$ cat config.mk
export PLATFORM = sky130hd
export DESIGN_NAME = fetch_sequencer
export DESIGN_NICKNAME = d
export VERILOG_FILES = /design/src/rtl/fetch_sequencer.sv
export SDC_FILE = /design/constraint.sdc
export NUM_CORES = 1
export LEC_CHECK = 0
export ABC_CLOCK_PERIOD_IN_PS = 2700
export BUFFER_PORTS_ARGS = -buffer_cell sky130_fd_sc_hd__buf_2
export CORE_ASPECT_RATIO = 0.8
export CORE_MARGIN = 2
export CORE_UTILIZATION = 30
export CTS_CLUSTER_DIAMETER = 120
export DETAILED_ROUTE_END_ITERATION = 7
export GPL_ROUTABILITY_DRIVEN = 0
export PLACE_DENSITY = 0.53
export SKIP_CTS_REPAIR_TIMING = 1
export SLEW_MARGIN = 5
export SYNTH_ARGS = -nofsm -noshare
export SYNTH_HDL_FRONTEND = slang
export SYNTH_SLANG_ARGS = --single-unit
$ cat constraint.sdc
create_clock -name clk -period 2.7 [get_ports clk]
set_input_delay 0.135 -clock clk [delete_from_list [all_inputs] [get_ports clk]]
set_output_delay 0.135 -clock clk [all_outputs]
set_load 0.05 [all_outputs]
$ cat src/rtl/fetch_sequencer.sv
// fetch_sequencer: registered fetch control FSM (IMEM handshake, hazard stalls, branch redirect/squash); optional FETCH_PERF_CNT_EN perf counters
module fetch_sequencer #(
  parameter int IMEM_TIMEOUT = 15,
  parameter int SQUASH_SLOTS = 1,
  parameter int CNT_W        = 16
) (
  input  logic        clk,
  input  logic        reset,
  input  logic        imem_ack,
  input  logic        hazard_stall,
  input  logic        br_valid,
  input  logic        br_taken,
  input  logic [31:0] br_target,
  output logic        imem_req,
  output logic        stallF,
  output logic        isBranchTaken,
  output logic [31:0] branchPC,
  output logic        track,
  output logic        flushD,
  output logic        fetch_err
`ifdef FETCH_PERF_CNT_EN
  ,
  output logic [CNT_W-1:0] perf_stall_cnt,
  output logic [CNT_W-1:0] perf_flush_cnt
`endif
);
  typedef enum logic [2:0] {BOOT, FETCH, WAIT, REDIRECT, SQUASH, ERROR} state_t;
  localparam logic [7:0] TMO = 8'(IMEM_TIMEOUT);
  localparam logic [1:0] SQ  = 2'(SQUASH_SLOTS);
  state_t     state;
  logic [7:0] wait_cnt;
  logic [1:0] sq_cnt;
  logic       taken;
  assign taken = br_valid & br_taken;
  // FSM and registered control word; one-cycle pulses default low every edge
  always_ff @(posedge clk or posedge reset)
    if (reset) begin
      state         <= BOOT;
      imem_req      <= 1'b0;
      stallF        <= 1'b1;
      isBranchTaken <= 1'b0;
      branchPC      <= 32'h0;
      track         <= 1'b0;
      flushD        <= 1'b0;
      fetch_err     <= 1'b0;
      wait_cnt      <= 8'd0;
      sq_cnt        <= 2'd0;
    end else begin
      isBranchTaken <= 1'b0;
      track         <= 1'b0;
      flushD        <= 1'b0;
      case (state)
        BOOT: begin
          state    <= FETCH;
          imem_req <= 1'b1;
          stallF   <= 1'b0;
        end
        FETCH:
          if (taken) begin
            state         <= REDIRECT;
            branchPC      <= br_target;
            isBranchTaken <= 1'b1;
            stallF        <= 1'b0;
          end else if (hazard_stall) stallF <= 1'b1;
          else if (!imem_ack) begin
            state    <= WAIT;
            stallF   <= 1'b1;
            wait_cnt <= 8'd1;
          end else stallF <= 1'b0;
        WAIT:
          if (taken) begin
            state         <= REDIRECT;
            branchPC      <= br_target;
            isBranchTaken <= 1'b1;
            stallF        <= 1'b0;
            wait_cnt      <= 8'd0;
          end else if (imem_ack) begin
            state    <= FETCH;
            stallF   <= 1'b0;
            wait_cnt <= 8'd0;
          end else if (wait_cnt == TMO) begin
            state     <= ERROR;
            imem_req  <= 1'b0;
            fetch_err <= 1'b1;
          end else wait_cnt <= wait_cnt + 8'd1;
        REDIRECT: begin
          state  <= SQUASH;
          sq_cnt <= SQ;
          flushD <= 1'b1;
          stallF <= 1'b0;
        end
        SQUASH:
          if (sq_cnt == 2'd1) begin
            state  <= FETCH;
            sq_cnt <= 2'd0;
            track  <= 1'b1;
          end else begin
            sq_cnt <= sq_cnt - 2'd1;
            flushD <= 1'b1;
          end
        ERROR: begin
          stallF   <= 1'b1;
          imem_req <= 1'b0;
        end
        default: state <= BOOT;
      endcase
    end
`ifdef FETCH_PERF_CNT_EN
  logic stall_hit;
  assign stall_hit = stallF & (state == FETCH || state == WAIT);
  // saturating counters of fetch stall cycles and redirects taken
  always_ff @(posedge clk or posedge reset)
    if (reset) begin
      perf_stall_cnt <= '0;
      perf_flush_cnt <= '0;
    end else begin
      if (stall_hit && perf_stall_cnt != '1) perf_stall_cnt <= perf_stall_cnt + 1'b1;
      if (state == REDIRECT && perf_flush_cnt != '1) perf_flush_cnt <= perf_flush_cnt + 1'b1;
    end
`endif
endmodule

==> results of run 1 <==
-- through the flow --
step | hold WS (ns) | cells | cell area, µm²
after global routing | 0.0350 | 348 | 2780
after detailed placement | 0.181 | 339 | 2690
after floorplan | 0.270 | 180 | 2210
after CTS | -0.152 | 347 | 2770
after global placement | 0.183 | 339 | 2690
final | 0.0491 | 348 | 2780
-- logic make-up after synthesis --
| kind of cell | Yosys count | share of synthesized area |
|---|---|---|
| AO/OA/AOI/OAI | 43 | 0.125 |
| adder cells (fa/ha/maj) | 2 | 0.0113 |
| buffers and inverters | 11 | 0.0238 |
| flip-flops | 51 | 0.578 |
| multiplexers | 32 | 0.163 |
| AND/OR/NAND/NOR | 41 | 0.0980 |
-- cells in the final DEF (no fill, tap or decap), types with 2 or more instances in the layout --
cell,instances
ha_1,2
clkbuf_8,5
nand2_1,11
mux2_1,32
or3_1,2
o211ai_1,2
a31oi_1,3
o22a_1,2
clkbuf_1,2
nand3_1,4
nor2_1,9
inv_1,4
o21ai_0,13
buf_4,3
o311ai_0,2
nand2b_1,5
a21o_1,2
buf_2,75
a21oi_1,10
dfrtp_1,50
-- state kept, by name (all words and copies together), names as in the netlist --
| register | cells |
|---|---|
| track | 1 |
| sq_cnt | 2 |
| stallF | 1 |
| branchPC | 32 |
| wait_cnt | 8 |
| flushD | 1 |
| fetch_err | 1 |
| imem_req | 1 |
| state | 3 |
| isBranchTaken | 1 |
-- worst max-delay path by stage --
stage                     startpoint      endpoint  slack [ns]  cells past startpoint
after floorplan             state[1]   branchPC[0]        1.03                      4
after global placement      state[0]  branchPC[16]        0.76                      4
after detailed placement    state[0]  branchPC[18]        0.70                      4
after CTS                   state[0]  branchPC[18]        0.69                      4
after global routing        state[0]   branchPC[5]        0.57                      4
final                       state[0]   branchPC[5]        0.72                      4
-- cell usage after synthesis, types with 2 or more instances --
cell type / number / area, µm²
nand2_1: 11 / 41.3
o21ai_0: 13 / 65.1
o22a_1: 2 / 17.5
mux2_1: 32 / 360
or3_1: 2 / 12.5
nand2b_1: 5 / 31.3
buf_4: 3 / 22.5
nor2_1: 9 / 33.8
dfrtp_1: 50 / 1250
a21o_1: 2 / 15.0
ha_1: 2 / 25.0
o311ai_0: 2 / 17.5
inv_1: 5 / 18.8
nand3_1: 4 / 20.0
a21oi_1: 10 / 50.1
o211ai_1: 2 / 15.0
clkbuf_1: 3 / 11.3
a31oi_1: 3 / 18.8
-- per-layer routing --
layer  vias up  track usage  share of wire
li1        806            -              -
met1       775        0.152           0.48
met2        53        0.188           0.45
met3         2       0.0327          0.067
met4         0       0.0370         0.0053
met5         -            0              0
-- power breakdown --
group	switching [mW]	internal, mW
combinational	1.36	0.494
sequential	0.194	1.08
clock	0.233	0.184
total	1.78	1.76
-- cell type report --
| class | instances | area share |
|---|---|---|
| repair buffers | 79 | 0.147 |
| flip-flops and latches | 51 | 0.459 |
| clock buffers | 7 | 0.0274 |
| well taps | 87 | 0.0391 |
| multi-input cells | 118 | 0.318 |
| clock inverters | 1 | 0.00270 |
| inverters | 5 | 0.00674 |
==> flow_summary.json, run 1 <==
{
  "outcome": "completed",
  "die_y_um": 80.7,
  "coreArea_um2": 6990,
  "cts_tree": "done",
  "netlist_area_um2": 2210,
  "ys_ff_latch": 51,
  "cts_buffer_depth": 2,
  "drt_iter0_drc": 96,
  "slew_viol_final": 0,
  "slew_headroom": 0.657,
  "grt_overflow": 0,
  "cts-root-buf": "clkbuf_8",
  "worst_path_max_delay_cell": "dfrtp_1",
  "crit_arrival_ns": 2.16,
  "grt_pass1_wl_um": 7370,
  "finalSetupTns_ns": 0,
  "port_buffers": 75,
  "ff2ff_path_depth": 4,
  "worst_pin_slew_ns": 0.512,
  "antenna_cells": 0,
  "reg2reg_setup_slack_ns": 0.72,
  "clkSlewWorstSetupHoldPaths_ns": 0.09,
  "initial_core_util": 0.316,
  "path_class": "flop to flop",
  "path_delay_family": "flip-flops",
  "rows": 27,
  "rsz0062_at_grt": "no",
  "hold_viol_final": 0,
  "yosysWarnings": 0,
  "firstDrtPassIters": 4,
  "drc": 0,
  "grt_antenna_before_repair": 0,
  "grt_max_degree": 34,
  "drt-total-wl_um": 4570,
  "ios": 76,
  "ant_nets": 0,
  "grt_pass1_vias": 1553,
  "synth.distinct_cells": 38,
  "rr_startpoint": "state[0]",
  "syn_area_per_cell_um2": 12.3,
  "dp_slack_ns": 0.701,
  "critPathMaxStageDelay_ns": 0.60,
  "ff_latch_area_um2": 1280,
  "end_kind": "flop",
  "holdPathEnd": "branchPC[4]",
  "multi_input_area_um2": 886,
  "clk_latency_ns": 0.29,
  "syn_nets": 220,
  "syn_to_final_growth_pct": 26.0,
  "min_path_type": "primary input to flop",
  "vias": 1636,
  "fin_ws_ns": 0.722,
  "synthArstFlopShare": 1.00,
  "cts_buffers": 5,
  "ys_seq_area_frac": 0.578,
  "cts.htree.levels": 2,
  "setup_viol": 0,
  "drv_cap": 0,
  "power_mw": 3.54,
  "worstPathCellList": "nand2b_1 -> a211oi_4 -> buf_4 -> mux2_1",
  "p_leak_nw": 1.31,
  "required_ns": 2.88,
  "synth-edff-count": 0,
  "path_buf_inv": 1,
  "skew_ns": 0.00760,
  "die_w_um": 99.9,
  "nets": 300,
  "die-area_um2": 8070,
  "vias_per_cell": 4.70,
  "path_max_fanout": 33,
  "peakVddDrop_mv": 0.485,
  "period_needed_ns": 1.98,
  "grt_use_total": 0.116,
  "cts.sink_count": 51,
  "synthCells": 180,
  "utilization": 0.398,
  "min-delay-start": "br_target[4]",
  "wl_per_cell_um": 13.1,
  "min_path_cells": 2,
  "fill_cells": 693,
  "fin_crit_sh": 0.733,
  "r2r_end": "branchPC[5]",
  "drive_above_1_share": 0.349,
  "cp-start-kind": "flop",
  "power_density_nw_per_um2": 1270,
  "fmax_ghz": 0.506,
  "dp_hpwl_um": 3380,
  "synth_flop_cell": "dfrtp_1"
}
(Power assumes the default switching activity.)
==> run 2: changes to the inputs <==
Settings changed: ABC_AREA from default to 1, ABC_CLOCK_PERIOD_IN_PS 2700 to 1700, PLACE_DENSITY 0.53 to 0.55.
Clock period 2.7 ns to 1.7 ns, I/O delays scaled along.
==> flow_summary.json, run 2 <==
{
  "outcome": "complete, but fails checks",
  "violations": "negative hold slack",
  "drt-total-wl_um": 5760,
  "antenna_cells": 0,
  "vias_per_cell": 4.19,
  "grt_pass1_vias": 1951,
  "power_density_nw_per_um2": 1780,
  "synthArstFlopShare": 1.00,
  "top_register": "branchPC",
  "crit_arrival_ns": 1.73,
  "power_frac_comb": 0.531,
  "holdWs_ns": -0.0178,
  "largest_reg_flops": 32,
  "end_kind": "flop",
  "required_ns": 1.94,
  "dp_hpwl_um": 4020,
  "cp-start-kind": "flop",
  "fin_crit_sh": 0.878,
  "utilization": 0.427,
  "die_w_um": 103,
  "ios": 76,
  "rr_startpoint": "wait_cnt[0]",
  "power_mw": 5.66,
  "finalSetupTns_ns": 0,
  "grt_overflow": 0,
  "firstDrtPassIters": 4,
  "grt_max_degree": 52,
  "coreArea_um2": 7460,
  "seqPwrFrac": 0.348,
  "place_area_um2": 2830,
  "peakVddDrop_mv": 0.945,
  "min_path_cells": 3,
  "fin_cells": 503,
  "path_class": "flop to flop",
  "worst_pin_slew_ns": 0.341,
  "layout_top_registers": "branchPC x32, wait_cnt x8, state x3",
  "syn_area_per_cell_um2": 8.03,
  "port_buffers": 75,
  "synth_flop_cell": "dfrtp_1",
  "min_path_type": "primary input to flop",
  "synth.most_common_cell": "nand2_1",
  "grt_use_total": 0.129,
  "cts.sink_count": 51,
  "grt_antenna_before_repair": 0,
  "yosysWarnings": 0,
  "initial_core_util": 0.312,
  "synthCells": 290,
  "setup_viol": 0,
  "slew_headroom": 0.773,
  "layout_commonest_cell": "nand2_1",
  "p_sw_frac": 0.521,
  "drc": 0,
  "min-delay-start": "br_target[19]",
  "synth_largest_area_cell": "dfrtp_1",
  "holdPathEnd": "branchPC[19]",
  "reg2reg_setup_slack_ns": 0.21,
  "vias": 2110,
  "rsz0062_at_grt": "no",
  "skew_ns": 0.00518,
  "cts_tree": "done",
  "cts.htree.levels": 2,
  "most-common-layout-cells": "nand2_1 (150), buf_2 (75), dfrtp_1 (50)",
  "synth.distinct_cells": 27,
  "ff_latch_area_um2": 1280,
  "slew_viol_final": 0,
  "ys_ff_latch": 51,
  "p_int_mw": 2.71,
  "synth.area.top_cells": "dfrtp_1 (54%), nand2_1 (24%), inv_1 (3.2%), nor2_1 (2.7%), nand3_1 (2.6%)",
  "synthTopCellsByCount": "nand2_1 (150), dfrtp_1 (50), inv_1 (20)",
  "place_inst": 468,
  "ff2ff_path_depth": 7,
  "fmax_ghz": 0.670,
  "cts_buffer_depth": 2,
  "multi_input_area_um2": 910,
  "final_area_um2": 3180,
  "die-area_um2": 8490,
  "drv_cap": 0,
  "fill_cells": 764,
  "netlist_area_um2": 2330,
  "die_y_um": 82.8,
  "clk_latency_ns": 0.30,
  "cts_buffers": 5,
  "netSwitchingPower_mw": 2.95,
  "grt_pass1_wl_um": 8910,
  "synth-edff-count": 0,
  "p_leak_nw": 1.80,
  "ys_seq_area_frac": 0.548,
  "clockPowerShare": 0.121,
  "hold_viol_final": 5,
  "path_max_fanout": 8,
  "wl_per_cell_um": 11.4,
  "r2r_end": "wait_cnt[7]",
  "period_needed_ns": 1.49,
  "ant_nets": 0,
  "rows": 28,
  "syn_to_final_growth_pct": 36.7,
  "cts-root-buf": "clkbuf_8",
  "nets": 437,
  "syn_nets": 330,
  "yosys.area.top_type_share": 0.537,
  "drt_iter0_drc": 63,
  "clkSlewWorstSetupHoldPaths_ns": 0.09,
  "drive_above_1_share": 0.251
}
-- run 2: cell count changes in the layout (fill, tap and decap cells not counted), moves of 3 or more --
cell / before / now
mux2_1: 32 / 0
inv_1: 4 / 19
dlygate4sd3_1: 1 / 27
nor2_1: 9 / 17
a31oi_1: 3 / 0
nand4_1: 0 / 3
nand2b_1: 5 / 0
a21oi_1: 10 / 1
o21ai_0: 13 / 7
nand3_1: 4 / 12
nand2_2: 0 / 4
nand2_1: 11 / 150
-- run 2: worst max path at each step --
stage                 from           to  slack [ns]
6_report       wait_cnt[0]  wait_cnt[7]        0.21
4_1_cts           state[2]  branchPC[7]        0.18
5_1_grt           state[1]  wait_cnt[1]       0.001
3_3_place_gp      state[2]  branchPC[5]        0.24
3_5_place_dp      state[2]  branchPC[9]        0.21
2_1_floorplan  wait_cnt[0]    fetch_err        0.38
-- run 2: power groups by stage --
stage	sequential (mW)	clock, mW	combinational, mW
detailed placement	1.98	0	2.99
CTS	1.97	0.726	2.99
global placement	1.98	0	2.96
global route	2.02	0.778	3.28
finish	1.97	0.684	3.01
floorplan	3.27	0	0.997
-- run 2: critical path: stages, from the launching register on --
cell and delay, ns:
dfrtp_1 0.41, ha_1 0.21, nand3_1 0.11, nor2_1 0.21
nand3_1 0.16, nand2_2 0.20, nand2_1 0.07, nand2_1 0.06
-- run 2: layer usage --
metal	vias to the layer above	GRT usage	routed length, µm	part of all wire
li1	1104	-	-	-
met5	-	0	0	0
met4	0	0.0158	31	0.0054
met2	55	0.198	2520	0.44
met3	4	0.0404	335	0.058
met1	947	0.184	2870	0.50
-- run 2: logic make-up (layout without fill, tap and decap cells) --
kind of cell / after synthesis / after routing / share of synthesized area
and+or+nand+nor: 193 / 193 / 0.340
adders and majority gates: 2 / 2 / 0.0107
buffers and inverters: 29 / 137 / 0.0612
AOI/OAI and AO/OA: 15 / 15 / 0.0397
DFF: 51 / 51 / 0.548
-- run 2: per-stage QoR --
| step | hold WS (ns) | setup slack (ns) |
|---|---|---|
| 4_1_cts | -0.179 | 0.176 |
| 6_report | -0.0178 | 0.207 |
| 5_1_grt | 0.000194 | 0.00129 |
| 2_1_floorplan | 0.195 | 0.378 |
| 3_3_place_gp | 0.154 | 0.243 |
| 3_5_place_dp | 0.153 | 0.211 |
-- run 2: cell type report --
type,instances,area share
sequential,51,0.401
multi-input combinational,210,0.286
timing repair buffer,107,0.218
tap,105,0.0413
inverter,22,0.0267
clock buffer,6,0.0228
clock inverter,2,0.00393
